<file path="src/rtl/serial_arith_pkg.sv">
// ============================================================
// serial_arith_pkg : shared types and helpers for bit-serial arithmetic
// Rev 1.0
// ============================================================
`default_nettype none

package serial_arith_pkg;

  typedef enum logic [1:0] {
    IDLE  = 2'd0,
    SHIFT = 2'd1,
    DONE  = 2'd2
  } ser_state_t;

  function automatic int cnt_width(input int width);
    return $clog2(width + 1);
  endfunction

endpackage

`default_nettype wire

</file>
<file path="src/rtl/serial_subtractor_fs.sv">
// ============================================================
// full_subtractor : one-bit combinational subtractor cell
// Rev 1.0
// ============================================================
`default_nettype none

module full_subtractor (
  input  logic A,
  input  logic B,
  input  logic BIN,
  output logic D,
  output logic BOUT
);

  assign D    = A ^ B ^ BIN;
  assign BOUT = (~A & B) | (~(A ^ B) & BIN);

endmodule

`default_nettype wire

</file>
<file path="src/rtl/serial_subtractor.sv">
// ============================================================
// serial_subtractor : LSB-first bit-serial A - B - BIN with valid/ready
// Rev 1.0
// ============================================================
`default_nettype none

module serial_subtractor
  import serial_arith_pkg::*;
#(
  parameter int WIDTH = 8
) (
  input  logic             clk,
  input  logic             rst_n,
  input  logic             in_valid,
  output logic             in_ready,
  input  logic [WIDTH-1:0] A,
  input  logic [WIDTH-1:0] B,
  input  logic             BIN,
  output logic             out_valid,
  input  logic             out_ready,
  output logic [WIDTH-1:0] DIFF,
  output logic             BOUT
);

  localparam int            CW   = cnt_width(WIDTH);
  localparam logic [CW-1:0] LAST = CW'(WIDTH - 1);

  ser_state_t       state_q;
  logic [WIDTH-1:0] a_q;
  logic [WIDTH-1:0] b_q;
  logic [WIDTH-1:0] diff_q;
  logic [WIDTH-1:0] diff_d;
  logic             borrow_q;
  logic             bout_q;
  logic [CW-1:0]    cnt_q;
  logic             in_ready_q;
  logic             out_valid_q;
  logic             cell_d;
  logic             cell_bout;

  full_subtractor u_cell (
    .A    (a_q[0]),
    .B    (b_q[0]),
    .BIN  (borrow_q),
    .D    (cell_d),
    .BOUT (cell_bout)
  );

  // Result bits enter at the MSB so the LSB lands at bit 0 after WIDTH shifts.
  generate
    if (WIDTH == 1) begin : g_w1
      assign diff_d = cell_d;
    end else begin : g_wn
      assign diff_d = {cell_d, diff_q[WIDTH-1:1]};
    end
  endgenerate

  always_ff @(posedge clk) begin
    if (!rst_n) begin
      state_q     <= IDLE;
      a_q         <= '0;
      b_q         <= '0;
      diff_q      <= '0;
      borrow_q    <= 1'b0;
      bout_q      <= 1'b0;
      cnt_q       <= '0;
      in_ready_q  <= 1'b1;
      out_valid_q <= 1'b0;
    end else begin
      case (state_q)
        IDLE: begin
          if (in_valid && in_ready_q) begin
            a_q        <= A;
            b_q        <= B;
            borrow_q   <= BIN;
            cnt_q      <= '0;
            in_ready_q <= 1'b0;
            state_q    <= SHIFT;
          end
        end
        SHIFT: begin
          a_q      <= a_q >> 1;
          b_q      <= b_q >> 1;
          diff_q   <= diff_d;
          borrow_q <= cell_bout;
          cnt_q    <= cnt_q + CW'(1);
          if (cnt_q == LAST) begin
            bout_q      <= cell_bout;
            out_valid_q <= 1'b1;
            state_q     <= DONE;
          end
        end
        DONE: begin
          if (out_ready) begin
            out_valid_q <= 1'b0;
            in_ready_q  <= 1'b1;
            state_q     <= IDLE;
          end
        end
        default: begin
          out_valid_q <= 1'b0;
          in_ready_q  <= 1'b1;
          state_q     <= IDLE;
        end
      endcase
    end
  end

  assign in_ready  = in_ready_q;
  assign out_valid = out_valid_q;
  assign DIFF      = diff_q;
  assign BOUT      = bout_q;

endmodule

`default_nettype wire

</file>
<file path="config.mk">
export PLATFORM = sky130hd
export DESIGN_NAME = serial_subtractor
export DESIGN_NICKNAME = d
export VERILOG_FILES = /design/src/rtl/serial_arith_pkg.sv /design/src/rtl/serial_subtractor_fs.sv /design/src/rtl/serial_subtractor.sv
export SDC_FILE = /design/constraint.sdc
export NUM_CORES = 1
export LEC_CHECK = 0
export CAP_MARGIN = 20
export CELL_PAD_IN_SITES_DETAIL_PLACEMENT = 1
export CELL_PAD_IN_SITES_GLOBAL_PLACEMENT = 2
export CORE_MARGIN = 4
export CORE_UTILIZATION = 29
export DETAILED_ROUTE_END_ITERATION = 12
export HOLD_SLACK_MARGIN = 0.06
export PLACE_DENSITY = 0.8
export RECOVER_POWER = 25
export SYNTH_ARGS = -nofsm -noshare
export SYNTH_HDL_FRONTEND = slang
export SYNTH_SLANG_ARGS = --single-unit
</file>
<file path="constraint.sdc">
create_clock -name clk -period 1.55 [get_ports clk]
set_input_delay 0.465 -clock clk [delete_from_list [all_inputs] [get_ports clk]]
set_output_delay 0.465 -clock clk [all_outputs]
set_load 0.05 [all_outputs]
</file>
==> key figures <==
Clocking
  • Worst-path clk slew: 0.07 ns
  • Clock Latency Late Sink: 0.27 ns
  • CTS sink cnt: 34
  • Num CTS Buffers: 5
  • CTS Root Cell: clkbuf_8
  • Clk buf depth: 2
  • CTS tree: done
  • Post-CTS Setup Inserts: 0
  • H-tree level count: 2

Floorplan
  • # IOs: 32
  • Die width: 79.78 um
  • Die footprint: 6364 sq um
  • Initial Util: 0.3081
  • # rows: 25
  • Core Region: 4848 sq um
  • Die height: 79.78 um

Final layout
  • Layout Cell Area excl Fill: 2036 sq um
  • Layout cells sized above 1: 0.1619
  • # diodes: 0
  • Fill cell count: 577
  • Synth-to-Final Area Change: 36.26%
  • Post-layout util: 0.4199
  • Fin nets: 234
  • Layout Cells excl Fill: 277

Placement
  • Gp weighted congestion: 0.7573
  • DP Area: 1989 sq um
  • Dpl hpwl: 2730 um
  • Post-Place Cells: 271
  • Pre-CTS WS: -0.2768 ns
  • Port buffer count: 31

Timing
  • Final setup fails: 0
  • Period Utilization, post-route: 0.9550
  • Slew at the pin with the worst max-slew slack: 0.5173 ns
  • Clk_skew: 0.001714 ns
  • Fin crit period: 1.480 ns
  • Worst slew margin: 0.6546
  • Final WS setup: 0.06978 ns
  • Fmax: 0.6756 GHz
  • Final hold violation count: 0
  • Final slew viol count: 0
  • Unrepaired setup endpoints after global routing: false

Drt
  • WL final: 3877 um
  • Vias: 1,383
  • Final ANT Viol Nets: 0
  • Wire length per cell: 14.00 um
  • Drt initial violations: 62
  • DRC Markers: 0
  • DR vias/cell: 4.993
  • Drt first pass iters: 4

Power
  • Sw frac: 0.2680
  • Comb power frac: 0.190
  • Sequential Power Share: 0.491
  • Power Density: 981.4 nW/um^2
  • Worst vdd ir: 0.3871 mV
  • Pint: 1.462 mW
  • Clk network pwr share: 0.319
  • P_leak: 0.7437 nW
  • NetSw: 0.5355 mW

Flow run
  • Max-cap violations: 0

Setup path
  • Data required, critical path: 1.73 ns
  • WP data arrival: 1.66 ns
  • CP Cell Sequence: clkdlybuf4s50_1 > and3b_2 > buf_12 > nor3_1 > a311oi_1
  • Nature of the critical path endpoint: flip-flop
  • Critical path peak fanout: 15
  • Critical path type: in -> reg
  • CP Launch Type: input pin
  • Max incr delay on CP: 0.51 ns
  • Worst path slowest cell: clkdlybuf4s50_1

GRT
  • GRT Util Overall: 0.1321
  • GR Overflow Total: 0
  • Vias in the first global route: 1,421
  • Initial antenna violation count: 0
  • Pin count of the biggest net entering global routing: 42
  • First-pass GRT wire length: 6548 um

Logic synthesis
  • Syn Inst Count: 181
  • Largest family of logic cells by synthesized area: simple AND/OR/NAND/NOR gates
  • Synthesis warning total: 0
  • Area contributors post-synth: dfxtp_1 (46%), nand2_1 (13%), a311oi_1 (8.2%)
  • Compound-gate portion of the synthesized area: 0.1859
  • Synth unique cells: 31
  • Post-synthesis simple-gate area fraction: 0.2496
  • Sequential fraction of the synthesis area: 0.4556
  • Synth Register Bits: 34
  • Syn_area_per_cell: 8.254 sq um
  • Synth Area in XOR/XNOR: 0
  • Area leader, netlist: dfxtp_1
  • Synth Area in Adders: 0.02178
  • Syn Nets: 204
  • Post-synth top area share: 0.4556
  • Cell area after synthesis: 1494 sq um
  • Mux share of post-synthesis cell area: 0.006700

Outcome
  • Status: completed

Min path
  • Hold crit path type: reg -> reg
## final cells by class
type	instances	area [sq um]	area share
flip-flops and latches	34	683.2	0.3356
multi-input cells	128	701.9	0.3448
repair buffers	39	473.0	0.2323
inverters	3	11.26	0.005532
clock buffers	6	82.58	0.04057
well taps	67	83.83	0.04118
## power by group through the flow
stage / logic [mW] / clock network (mW) / registers, mW
after floorplan: 0.221 / 0 / 1.00
after global placement: 0.368 / 0 / 0.997
after detailed placement: 0.384 / 0 / 1.00
after CTS: 0.385 / 0.663 / 0.981
after global routing: 0.423 / 0.702 / 0.988
final: 0.379 / 0.637 / 0.981
## per-layer routing
metal | vias to the layer above | track usage | wire length, um
met3 | 4 | 0.03160 | 143
li1 | 690 | - | -
met1 | 657 | 0.1494 | 1726
met4 | 0 | 0.05405 | 48
met2 | 32 | 0.2362 | 1960
met5 | - | 0 | 0
## final timing paths
check        slack [ns]      end  cells after the start        from
max                0.07   b_q[4]                      5    in_valid
min                0.46  DIFF[0]                      2     DIFF[0]
max reg2reg        0.15   b_q[2]                      4  state_q[1]
min reg2reg        0.46  DIFF[0]                      2     DIFF[0]
## kinds of logic after synthesis
| group | after synthesis |
|---|---|
| buffers and inverters | 19 |
| DFF | 34 |
| muxes | 1 |
| adders and majority gates | 2 |
| AOI/OAI and AO/OA | 42 |
| and+or+nand+nor | 83 |
## sequential cells by signal, summed over array words and instances, names as in the netlist
register and count:
state_q 2, a_q 8, borrow_q 1, b_q 8
cnt_q 4, out_valid 1, in_ready 1, DIFF 8
BOUT 1
## cell usage in the layout (no fill, tap or decap), drive strengths merged, types with 2 or more instances in the layout
| cell | netlist | layout |
|---|---|---|
| nand2 | 53 | 53 |
| dfxtp | 34 | 34 |
| clkdlybuf4s50 | 0 | 19 |
| a21oi | 17 | 17 |
| buf | 15 | 16 |
| nor3 | 14 | 14 |
| a311oi | 14 | 14 |
| clkbuf | 1 | 9 |
| o21ai | 5 | 5 |
| nand2b | 3 | 3 |
| inv | 3 | 3 |
| nor2 | 3 | 3 |
| o31ai | 2 | 2 |
| o22ai | 2 | 2 |
| nand3 | 2 | 2 |
| nor2b | 2 | 2 |
| nor3b | 2 | 2 |
| or3 | 2 | 2 |
## stage by stage
stage | power, mW | hold WS (ns) | TNS, ns
3_3_place_gp | 1.365 | 0.4579 | -2.745
5_1_grt | 2.113 | 0.4981 | 0
3_5_place_dp | 1.384 | 0.4769 | -3.883
2_1_floorplan | 1.223 | 0.4465 | 0
6_report | 1.998 | 0.4632 | 0
4_1_cts | 2.028 | 0.4868 | 0
## cell usage after synthesis, drive strengths merged
| cell | count |
|---|---|
| nand2b | 3 |
| inv | 3 |
| clkbuf | 1 |
| a31oi | 1 |
| or3 | 2 |
| nand3 | 2 |
| o22ai | 2 |
| a311oi | 14 |
| fa | 1 |
| o21ai | 5 |
| nand3b | 1 |
| mux2i | 1 |
| nor2 | 3 |
| ha | 1 |
| nor3 | 14 |
| dfxtp | 34 |
| buf | 15 |
| o31ai | 2 |
| a21oi | 17 |
| o21a | 1 |
| nor3b | 2 |
| nor2b | 2 |
| and3b | 1 |
| nand2 | 53 |
## timing repair
action / CTS / global route
endpoints found under the setup margin: 0 / 15
resized for setup: 0 / 4
hold buffers: 0 / 0
endpoints found under the hold margin: 0 / 0
## critical path, delay by kind of cell
family                 cells  cell delay [ns]
AND/OR/NAND/NOR            2             0.27
AO/OA/AOI/OAI              1             0.26
buffers and inverters      2             0.65
Power figures use the tool's default switching activity.
